$ cat config.mk
export PLATFORM = sky130hd
export DESIGN_NAME = serial_add_ctrl
export DESIGN_NICKNAME = d
export VERILOG_FILES = /design/src/rtl/serial_add_pkg.sv /design/src/rtl/full_adder.sv /design/src/rtl/serial_add_ctrl.sv
export SDC_FILE = /design/constraint.sdc
export NUM_CORES = 1
export LEC_CHECK = 0
export ABC_AREA = 0
export CAP_MARGIN = 20
export CORE_ASPECT_RATIO = 0.5
export CORE_MARGIN = 3
export CORE_UTILIZATION = 50
export CTS_CLUSTER_SIZE = 30
export DETAILED_ROUTE_END_ITERATION = 12
export HOLD_SLACK_MARGIN = 0.03
export PLACE_DENSITY = 0.78
export SLEW_MARGIN = 20
export SYNTH_ARGS = -nofsm -noshare
export SYNTH_HDL_FRONTEND = slang
export SYNTH_SLANG_ARGS = --single-unit
$ cat constraint.sdc
create_clock -name clk -period 2.9 [get_ports clk]
set_input_delay 0.87 -clock clk [delete_from_list [all_inputs] [get_ports clk]]
set_output_delay 0.87 -clock clk [all_outputs]
set_load 0.03 [all_outputs]
$ cat src/rtl/serial_add_pkg.sv
// Shared types for the bit-serial add/subtract sequencer: FSM state encoding
// and the sizing helper for the bit counter.
package serial_add_pkg;

   typedef enum logic [1:0] {
      IDLE = 2'd0,
      RUN  = 2'd1,
      DONE = 2'd2
   } state_t;

   // Counter must hold WIDTH without wrapping during a run.
   function automatic int cnt_width(input int width);
      return $clog2(width + 1);
   endfunction

endpackage : serial_add_pkg

$ cat src/rtl/full_adder.sv
// Team 1-bit combinational full adder cell.
module full_adder (
   input  logic a,
   input  logic b,
   input  logic cin,
   output logic sum,
   output logic cout
);

   assign sum  = a ^ b ^ cin;
   assign cout = (a & b) | (cin & (a ^ b));

endmodule : full_adder

$ cat src/rtl/serial_add_ctrl.sv
// Bit-serial add/subtract sequencer: one full_adder processes one bit per
// cycle, LSB first, between an input and an output valid/ready handshake.
module serial_add_ctrl
   import serial_add_pkg::*;
#(
   parameter int WIDTH = 8
) (
   input  logic             clk,
   input  logic             rst_n,
   input  logic             in_valid,
   output logic             in_ready,
   input  logic [WIDTH-1:0] op_a,
   input  logic [WIDTH-1:0] op_b,
   input  logic             sub,
   output logic             out_valid,
   input  logic             out_ready,
   output logic [WIDTH-1:0] result,
   output logic             carry_out,
   output logic             overflow
);

   localparam int             CW       = cnt_width(WIDTH);
   localparam logic [CW-1:0]  LAST_CNT = CW'(WIDTH - 1);

   state_t           r_state;
   state_t           w_state_nxt;
   logic [WIDTH-1:0] r_a_sh;
   logic [WIDTH-1:0] r_b_sh;
   logic [WIDTH-1:0] r_res;
   logic [CW-1:0]    r_cnt;
   logic             r_carry;
   logic             r_carry_out;
   logic             r_c_msb_in;
   logic             w_sum;
   logic             w_cout;
   logic             w_last;

   full_adder u_fa (
      .a    (r_a_sh[0]),
      .b    (r_b_sh[0]),
      .cin  (r_carry),
      .sum  (w_sum),
      .cout (w_cout)
   );

   assign w_last = (r_cnt == LAST_CNT);

   // Next-state decode; in_valid only matters in IDLE, out_ready only in DONE.
   always_comb begin
      w_state_nxt = r_state;
      case (r_state)
         IDLE: begin
            if (in_valid) begin
               w_state_nxt = RUN;
            end else begin
               w_state_nxt = IDLE;
            end
         end
         RUN: begin
            if (w_last) begin
               w_state_nxt = DONE;
            end else begin
               w_state_nxt = RUN;
            end
         end
         DONE: begin
            if (out_ready) begin
               w_state_nxt = IDLE;
            end else begin
               w_state_nxt = DONE;
            end
         end
         default: begin
            w_state_nxt = IDLE;
         end
      endcase
   end

   // State register.
   always_ff @(posedge clk or negedge rst_n) begin
      if (!rst_n) begin
         r_state <= IDLE;
      end else begin
         r_state <= w_state_nxt;
      end
   end

   // Operand shifters, result accumulator, carry chain and final flags.
   always_ff @(posedge clk or negedge rst_n) begin
      if (!rst_n) begin
         r_a_sh      <= '0;
         r_b_sh      <= '0;
         r_res       <= '0;
         r_cnt       <= '0;
         r_carry     <= 1'b0;
         r_carry_out <= 1'b0;
         r_c_msb_in  <= 1'b0;
      end else begin
         case (r_state)
            IDLE: begin
               if (in_valid) begin
                  // Subtraction is A + ~B + 1: invert B and seed the carry.
                  r_a_sh  <= op_a;
                  r_b_sh  <= sub ? ~op_b : op_b;
                  r_carry <= sub;
                  r_cnt   <= '0;
               end
            end
            RUN: begin
               r_a_sh  <= {1'b0, r_a_sh[WIDTH-1:1]};
               r_b_sh  <= {1'b0, r_b_sh[WIDTH-1:1]};
               r_res   <= {w_sum, r_res[WIDTH-1:1]};
               r_carry <= w_cout;
               r_cnt   <= r_cnt + CW'(1);
               if (w_last) begin
                  r_c_msb_in  <= r_carry;
                  r_carry_out <= w_cout;
               end
            end
            DONE: begin
               r_cnt <= r_cnt;
            end
            default: begin
               r_cnt <= '0;
            end
         endcase
      end
   end

   assign in_ready  = (r_state == IDLE);
   assign out_valid = (r_state == DONE);
   assign result    = r_res;
   assign carry_out = r_carry_out;
   assign overflow  = r_c_msb_in ^ r_carry_out;

endmodule : serial_add_ctrl

==> reports/results.txt <==
1st-pass router iterations: 4
Crit Path Max Fanout: 3
Syn. warnings: 0
Fraction of layout cells with a size suffix above 1: 0.0933
GP Congestion: 0.766
Number of flops mapped to enable cells by yosys: 0
Area Growth Syn to Fin: 28.0%
First-pass GRT wire length: 5640 µm
Avg Cell Area, Syn: 9.91 µm²
Crit-path cells: xor2_1 -> clkdlybuf4s50_1
Vias in the first global route: 1267
Min cycle time layout: 2420 ps
Cts repair resizes: 0
Most frequent cell after synthesis: nand2_1
Unrepaired setup endpoints after global routing: false
Die Wd: 85.4 µm
GRT Total Usage: 0.192
Syn Nets: 182
FF+latch area: 826 µm²
Synth Cell Area: 0.00158 mm²
Fin. max-slew vios: 0
Main synth FF type: dfrtp_1
Worst hold path class: register to register
Gr ovfl total: 0
CTS Buf Count: 5
Crit-path slowest cell: clkdlybuf4s50_1
Clk_lat worst skew: 280 ps
Clock sinks: 33
Post-synth top area share: 0.524
# fillers: 204
Post-route clock skew: 7.31 ps
Starting Density: 0.563
Synth area leaders: dfrtp_1 (52%), nand2_1 (12%), xnor2_1 (5.0%)
Setup-failing EPs final: 0
Max Cap Viol: 0
Placed cells: 222
Cell area power density: 1050 mW/mm²
Die Span Y: 45.7 µm
Max-slew headroom: 0.617
Worst vdd ir: 0.000516 V
Ys async rst share: 1.00
Post-route DRC: 0
Yosys reg bits: 33
Layout Cells excl Fill: 230
Initial drt markers: 63
Synth cell types: 31
IO Pins: 33
WP data arrival: 1550 ps
Full die area: 0.00390 mm²
Worst setup EP type: output pin
Row count: 13
Seq/Total Area, Yosys: 0.524
Largest net degree at the start of global routing: 34
Cell accounting for the most synthesized area: dfrtp_1
CP peak stage delay: 690 ps
Max H-tree Level: 2
Final period util: 0.834
Kind of critical path: register to output pin
Initial antenna violation count: 0
Core area: 0.00280 mm²
Worst hold margin: 479 ps
# diodes: 0
Post-DP HPWL: 2250 µm
CTS Hold Bufs: 0
ANT nets after route: 0
Critical Path RT: 2030 ps
Peak Freq: 0.413 GHz
Synth Instances: 159
Port Buf Inserts: 32
Status: finished, final reports clean
Startpoint Class: register
Crit path max-delay family: buffers and inverters
Static Leak: 0.000903 µW
Worst-path clk slew: 70 ps
Worst Path Buf+Inv: 1
Post-CTS Setup Inserts: 0
Worst Max-Slew Pin Slew: 574 ps
Final TNS setup: 0 ps
Routed WL: 3240 µm
Root buffer cell: clkbuf_8
Via density: 5.44
Detailed-route via count: 1251
Wire per inst: 14.1 µm
Fin. Hold Viols: 0
Multi-input gate area: 692 µm²
Clock tree buffer depth: 2
Top cells by count, synth: nand2_1 (49), dfrtp_1 (33), o21ai_1 (11), a22oi_1 (9), xnor2_1 (9)
Clock tree from TritonCTS: built
Post-layout net count: 215
## worst min-delay path, stage by stage (launching register included)
cell     delay (ps)
dfrtp_1         340
nand2_1          50
nand2_1          50
## placed cells by master, fill, tap and decap left out, drive strengths merged, types with 3 or more instances in the layout
| master | Yosys | routed |
|---|---|---|
| o221ai | 6 | 6 |
| a21oi | 3 | 3 |
| dfrtp | 33 | 33 |
| clkdlybuf4s50 | 0 | 32 |
| o21ai | 11 | 11 |
| xnor2 | 9 | 9 |
| nor2b | 6 | 6 |
| clkbuf | 2 | 7 |
| buf | 7 | 3 |
| nand2 | 50 | 50 |
| a22oi | 9 | 9 |
## final cells by class
type / instances / area share
clock buffers: 7 / 0.0478
inverters: 2 / 0.00372
clock inverters: 1 / 0.00248
flip-flops and latches: 33 / 0.410
well taps: 37 / 0.0230
repair buffers: 35 / 0.170
multi-input cells: 115 / 0.343
## stage by stage
| stage | setup WS, ps | area, µm² | utilization | total power [µW] |
|---|---|---|---|---|
| 2_1_floorplan | 926 | 1580 | - | 1450 |
| 3_3_place_gp | 662 | 1910 | 0.684 | 1710 |
| 3_5_place_dp | 605 | 1910 | 0.684 | 1750 |
| 4_1_cts | 471 | 2020 | 0.720 | 2130 |
| 5_1_grt | 414 | 2020 | 0.720 | 2260 |
| 6_report | 482 | 2020 | 0.720 | 2110 |
## logic make-up (layout without fill, tap and decap cells)
group | Yosys count | in the layout | share of synthesized area
AOI/OAI and AO/OA | 36 | 36 | 0.155
xor gates and xnor gates | 11 | 11 | 0.0612
adders and majority gates | 2 | 2 | 0.0207
buffers and inverters | 11 | 45 | 0.0365
DFF | 33 | 33 | 0.524
muxes | 2 | 2 | 0.0191
and+or+nand+nor | 64 | 64 | 0.183
## where the power goes
part | switching [µW] | leakage (µW) | internal [µW]
sequential | 138 | 0.000430 | 649
clock | 168 | 0.0000542 | 214
combinational | 543 | 0.000419 | 402
total | 849 | 0.000903 | 1260
## registers in the layout, indices dropped and copies added, names as in the netlist
name	count
r_b_sh	8
r_state	2
carry_out	1
result	8
r_a_sh	8
r_c_msb_in	1
r_carry	1
r_cnt	4
## per-layer routing
| layer | vias to the layer above | global-route usage | wire (µm) |
|---|---|---|---|
| li1 | 608 | - | - |
| met1 | 609 | 0.244 | 1510 |
| met2 | 30 | 0.312 | 1550 |
| met3 | 4 | 0.0542 | 154 |
| met4 | 0 | 0.0915 | 24 |
| met5 | - | 0 | 0 |
## worst paths after layout
kind | start | to | slack [ps] | cells past startpoint
worst max-delay path | carry_out | overflow | 480 | 2
worst min-delay path | result[0] | result[0] | 480 | 2
worst max register to register | r_state[0] | r_c_msb_in | 1170 | 4
worst min register to register | result[0] | result[0] | 480 | 2
max in group asynchronous | rst_n | r_a_sh[5] | 1620 | 2
min in group asynchronous | rst_n | r_a_sh[0] | 990 | 2
(Power assumes the default switching activity.)
